### config.mk
export PLATFORM = sky130hd
export DESIGN_NAME = dsm_sample_sequencer
export DESIGN_NICKNAME = d
export VERILOG_FILES = /design/src/rtl/dsm_sample_sequencer.sv
export SDC_FILE = /design/constraint.sdc
export NUM_CORES = 1
export LEC_CHECK = 0
export ABC_AREA = 1
export CAP_MARGIN = 25
export CORE_MARGIN = 2
export CORE_UTILIZATION = 51
export DETAILED_ROUTE_END_ITERATION = 12
export PLACE_DENSITY = 0.81
export SLEW_MARGIN = 40
export SYNTH_ARGS = -nofsm -noshare
export SYNTH_HDL_FRONTEND = slang
export SYNTH_SLANG_ARGS = --single-unit
export TNS_END_PERCENT = 50
### constraint.sdc
create_clock -name clk -period 2.59 [get_ports clk]
set_input_delay 0.518 -clock clk [delete_from_list [all_inputs] [get_ports clk]]
set_output_delay 0.518 -clock clk [all_outputs]
set_load 0.05 [all_outputs]
### src/rtl/dsm_sample_sequencer.sv
`default_nettype none
// ============================================================================
// Module      : dsm_sample_sequencer
// Description : Holds each accepted sample on the delta-sigma alpha input for
//               an oversampling window and reports the count of MSB ones.
// Revision    : 1.0 - initial release
// ============================================================================
module dsm_sample_sequencer #(
    parameter int WIDTH = 16,
    parameter int OSR_W = 10
) (
    input  logic             clk,
    input  logic             reset,
    input  logic [OSR_W-1:0] cfg_osr,
    input  logic             cfg_clr_en,
    input  logic             in_valid,
    output logic             in_ready,
    input  logic [WIDTH-1:0] in_data,
    output logic [WIDTH-1:0] alpha,
    output logic             dsm_clr,
    input  logic             dsm_msb,
    output logic             res_valid,
    input  logic             res_ready,
    output logic [OSR_W-1:0] res_count,
    output logic             busy
);

    localparam logic [1:0] c_s_idle   = 2'd0;
    localparam logic [1:0] c_s_clear  = 2'd1;
    localparam logic [1:0] c_s_run    = 2'd2;
    localparam logic [1:0] c_s_report = 2'd3;

    localparam logic [OSR_W-1:0] c_one = OSR_W'(1);

    logic [1:0]       r_state;
    logic [1:0]       w_next;
    logic [WIDTH-1:0] r_alpha;
    logic [OSR_W-1:0] r_osr;
    logic [OSR_W-1:0] r_ones;
    logic [OSR_W-1:0] r_cyc;
    logic [OSR_W-1:0] r_count;
    logic [OSR_W-1:0] w_msb_ext;
    logic             w_capture;
    logic             w_last;

    assign w_msb_ext = {{(OSR_W-1){1'b0}}, dsm_msb};
    assign w_capture = (r_state == c_s_idle) && in_valid;
    assign w_last    = (r_cyc == (r_osr - c_one));

    // Handshake outputs decode state only, so no input reaches them combinationally.
    assign in_ready  = (r_state == c_s_idle);
    assign dsm_clr   = (r_state == c_s_clear);
    assign res_valid = (r_state == c_s_report);
    assign busy      = (r_state != c_s_idle);
    assign alpha     = r_alpha;
    assign res_count = r_count;

    always_ff @(posedge clk or posedge reset) begin
        if (reset) begin
            r_state <= c_s_idle;
        end else begin
            r_state <= w_next;
        end
    end

    always_comb begin
        w_next = r_state;
        case (r_state)
            c_s_idle:   if (in_valid) w_next = cfg_clr_en ? c_s_clear : c_s_run;
            c_s_clear:  w_next = c_s_run;
            c_s_run:    if (w_last) w_next = c_s_report;
            c_s_report: if (res_ready) w_next = c_s_idle;
            default:    w_next = c_s_idle;
        endcase
    end

    always_ff @(posedge clk or posedge reset) begin
        if (reset) begin
            r_alpha <= '0;
            r_osr   <= c_one;
            r_ones  <= '0;
            r_cyc   <= '0;
            r_count <= '0;
        end else if (w_capture) begin
            r_alpha <= in_data;
            r_osr   <= (cfg_osr == '0) ? c_one : cfg_osr;
            r_ones  <= '0;
            r_cyc   <= '0;
        end else if (r_state == c_s_run) begin
            r_ones <= r_ones + w_msb_ext;
            r_cyc  <= r_cyc + c_one;
            // Final edge folds the current MSB in directly; ones never exceeds osr.
            if (w_last) begin
                r_count <= r_ones + w_msb_ext;
            end
        end
    end

endmodule
`default_nettype wire

; Word-level counts from Yosys, hierarchy flattened
; Index checks and enable logic that the tools add are counted.
[word_totals]
out_inout_bits = 30
word_cells = 34
in_bits = 32
ff_bits = 58
[op_classes]
n_reduce_logical = 7
muxes = 10
eq_ne = 7
n_bitwise = 1
add_sub_neg = 3
[op_table]
columns = op, n
row1 = two-way mux 10 bit, 5
row2 = adder 10 x 1 -> 10 bit, 1
row3 = "adder 10 x 1 -> 10 bit, second input constant", 1
row4 = == test 10 bit, 1
row5 = logical NOT 10 bit, 1
row6 = "subtractor 10 x 1 -> 10 bit, second input constant", 1
row7 = two-way mux 2 bit, 4
row8 = one-hot mux 2 bit (4 select lines), 1
row9 = AND reduction 3 bit, 2
row10 = "== test 2 bit, second input constant", 2
row11 = "inequality test 2 bit, second input constant", 2
row12 = nonzero test 2 bit, 2
row13 = "== test 2 x 1 -> 1 bit, second input constant", 1
row14 = logical NOT 2 bit, 1
row15 = "inequality test 2 x 1 -> 1 bit, second input constant", 1
row16 = logical AND 1 bit, 1
row17 = inverter 1 bit, 1

; Depth between registers and ports, before layout
[depth]
word_depth = 4
mapped_depth = 15
mapped_depth_nobuf = 15

; Worst setup path after synthesis
; OpenSTA, ideal clock, no wires.
[synth_path]
path_kind = register -> register
startpoint = register r_state[0]
endpoint = register r_state[0]
path_buffers = 0
arrival_ps = 1829
slack_ps = 644
period_less_slack_ps = 1946
setup_ps = 117
path_stages_with_launch = 8
required_ps = 2473
path_cell_list = dfrtp_1 -> inv_1 -> ha_1 -> inv_1 -> o22ai_1 -> inv_1 -> nand3_1 -> nand2_1
[synth_via]
elab_chain_len = 3
elab_cells_between_ends = 9
cone_classes = eq/ne: 6 / mux: 1 / reduce/logical: 2
[synth_rtl]
columns = item, line
row1 = from (decl), 35  ; logic [1:0] r_state;
row2 = from (signal assigned), 60  ; r_state <= c_s_idle;
row3 = from (signal assigned), 62  ; r_state <= w_next;
row4 = logical NOT 2 bit (*), -
row5 = net in_ready, 17  ; output logic in_ready,
row6 = inequality test 2 bit (no source line), -
row7 = AND reduction 3 bit (no source line), -
; The timed path passes the listed nets; every way through them passes the cells marked *.
; A chain may end at the register's enable or synchronous reset.

; Worst setup path in the final report
[layout_path]
startpoint = register r_state[0]
endpoint = output port in_ready
[layout_via]
elab_chain_len = 1
[layout_rtl]
columns = item, line
row1 = logical NOT 2 bit, 51  ; assign in_ready = (r_state == c_s_idle);
row2 = to (decl), 17
; No other way between the ends.

==> impl_metrics.env <==
export IMPL_viasPerCell=5.13
export IMPL_cts_tree="done"
export IMPL_arrival_ns=1.91
export IMPL_outcome="complete, no violations"
export IMPL_dp_hpwl_um=4840
export IMPL_p_int_mw=2.22
export IMPL_worstPathMaxFanout=5
export IMPL_die_w_um=80.8
export IMPL_gr_usage_all_layers=0.234
export IMPL_cp_required_ns=2.07
export IMPL_setup_viol=0
export IMPL_core_region_area_um2=5610
export IMPL_portBuffers=61
export IMPL_area_growth_pct=28.9
export IMPL_fin_crit_ns=2.43
export IMPL_dieArea_um2=6530
export IMPL_crit_chain="inv_1, ha_1, clkdlybuf4s50_1"
export IMPL_p_leak_nw=1.93
export IMPL_p_comb_frac=0.509
export IMPL_synth_seq_area_share=0.483
export IMPL_drc_errors=0
export IMPL_final_cell_mix="146 x nand2_1, 60 x clkdlybuf4s50_1, 57 x dfrtp_1, 43 x inv_1, 30 x o21ai_0"
export IMPL_grt_pass1_vias=2654
export IMPL_clk_pin_slew_worst_paths_ns=0.06
export IMPL_p_clk_frac=0.166
export IMPL_postLayoutCoreUtil=0.691
export IMPL_hold_path_class="flip-flop to flip-flop"
export IMPL_die_y_um=80.8
export IMPL_grt_max_degree=44
export IMPL_io_pins=62
export IMPL_setup_worst_path_end_class="output pin"
export IMPL_cts_path_max_buffers=2
export IMPL_cts_root_buffer="clkbuf_8"
export IMPL_num_rows=27
export IMPL_crit_slowest_cell="clkdlybuf4s50_1"
export IMPL_syn_instance_count=389
export IMPL_ir_drop_mv=0.945
export IMPL_synth_seq_cells=58
export IMPL_p_sw_frac=0.470
export IMPL_first_iter_violations=142
export IMPL_grt_antenna_before_repair=0
export IMPL_grt_pass1_wl_um=11600
export IMPL_period_share=0.939
export IMPL_first_pass_iters=4
export IMPL_p_switching_mw=1.97
export IMPL_final_hold_violation_count=0
export IMPL_p_per_area_nw_per_um2=1080
export IMPL_slew_headroom=0.520
export IMPL_fin_skew_ns=0.00598
export IMPL_gp_congestion=0.853
export IMPL_maxCapViolCount=0
export IMPL_drive_gt1_frac=0.0696
export IMPL_drv_slew=0
export IMPL_syn_nets=429
export IMPL_numCtsBuffers=9
export IMPL_synthesis_area_um2=3010
export IMPL_start_util=0.537
export IMPL_seqPwrFrac=0.325
export IMPL_rsz0062_at_grt="false"
export IMPL_htreeDepth=3
export IMPL_yosys_warnings=0
export IMPL_ant_nets=0
export IMPL_synthDistinctLibCells=27
export IMPL_fmax_ghz=0.411
export IMPL_start_kind="flip-flop"
export IMPL_cts_sinks=58
export IMPL_avgSynthCellArea_um2=7.74
export IMPL_n_antenna_cell=0
export IMPL_wl_per_cell_um=12.4
export IMPL_slowest_delay_ns=0.83
export IMPL_final_nets=497
export IMPL_worstSetupPathType="flip-flop to output pin"
export IMPL_layout_commonest_cell="nand2_1"
export IMPL_overflow=0
export IMPL_tns_ns=0
export IMPL_wl_um=6620
export IMPL_vias=2729
export IMPL_clock_latency_ns=0.34
export IMPL_tightestPinTransition_ns=0.713
## state kept, by name, indices dropped and copies added, names as in the netlist
signal,flops
r_osr,10
r_cyc,10
res_count,10
alpha,16
r_ones,10
r_state,2
## area by class of cell
cell class	instances	area, µm²
well taps	72	90.1
flip-flops and latches	58	1450
clock buffers	11	141
multi-input cells	275	1330
repair buffers	67	671
fillers	489	1730
clock inverters	3	17.5
inverters	46	173
## routing by layer
metal | vias to the layer above | global-route usage | share of wire | wire [µm]
li1 | 1369 | - | - | -
met1 | 1273 | 0.294 | 0.45 | 2990
met2 | 74 | 0.379 | 0.48 | 3150
met3 | 13 | 0.0622 | 0.052 | 344
met4 | 0 | 0.105 | 0.021 | 140
met5 | - | 0 | 0 | 0
## power by group through the flow
stage               clock (mW)  sequential [mW]  combinational, mW
finish                   0.697             1.36               2.13
detailed placement           0             1.37               2.13
global placement             0             1.36               2.08
floorplan                    0             1.77               1.08
CTS                      0.720             1.36               2.14
global route             0.765             1.40               2.35
## final timing paths
kind | from | to | slack, ns | cells after the start
worst max-delay path | r_state[0] | in_ready | 0.16 | 3
worst min-delay path | res_count[3] | res_count[3] | 0.47 | 2
worst max register to register | r_state[0] | r_cyc[9] | 0.44 | 11
worst min register to register | res_count[3] | res_count[3] | 0.47 | 2
max in group asynchronous | reset | r_osr[0] | 1.49 | 3
min in group asynchronous | reset | alpha[4] | 0.49 | 2
## Yosys cell counts (all sizes together)
master  count  share of area
clkbuf      6         0.0075
nor4        4         0.0083
inv        46          0.057
nor2       22          0.032
dfstp       1         0.0087
nand3b      1         0.0025
xnor2       1         0.0029
buf         4         0.0096
nand4      14          0.029
nor3        5         0.0083
xor2       10          0.029
nand3      24          0.046
o21ai      30          0.050
a31oi       1         0.0021
nand2     146           0.18
dfrtp      57           0.47
and2        1         0.0029
o22ai       1         0.0021
a21oi       6          0.010
and3        1         0.0021
ha          8          0.033
## stage by stage
| step | setup slack, ns | instance area (µm²) | total power [mW] | hold slack, ns | std cells |
|---|---|---|---|---|---|
| 3_3_place_gp | 0.316 | 3720 | 3.44 | 0.454 | 518 |
| 6_report | 0.158 | 3880 | 4.19 | 0.469 | 532 |
| 3_5_place_dp | 0.245 | 3720 | 3.50 | 0.458 | 518 |
| 2_1_floorplan | 0.644 | 3010 | 2.85 | 0.456 | 389 |
| 5_1_grt | 0.0497 | 3880 | 4.51 | 0.485 | 532 |
| 4_1_cts | 0.0339 | 3870 | 4.22 | 0.474 | 532 |
## timing repair
item | CTS | global route
endpoints found under the setup margin | 0 | 1
buffers inserted | 0 | 0
resized for setup | 0 | 1
hold buffers | 0 | 0
## kinds of logic after synthesis
family,Yosys count,share of synthesized area
fa+ha+maj,8,0.0333
buf+inv,56,0.0744
xor+xnor,11,0.0320
simple gates,218,0.314
flops,58,0.483
compound gates,38,0.0640
## worst max-delay path: cells and delay by family, from the launching register on
| kind | cells | cell delay, ns |
|---|---|---|
| adders and majority gates | 1 | 0.23 |
| DFF | 1 | 0.42 |
| buffers and inverters | 2 | 0.93 |
Power figures use the tool's default switching activity.
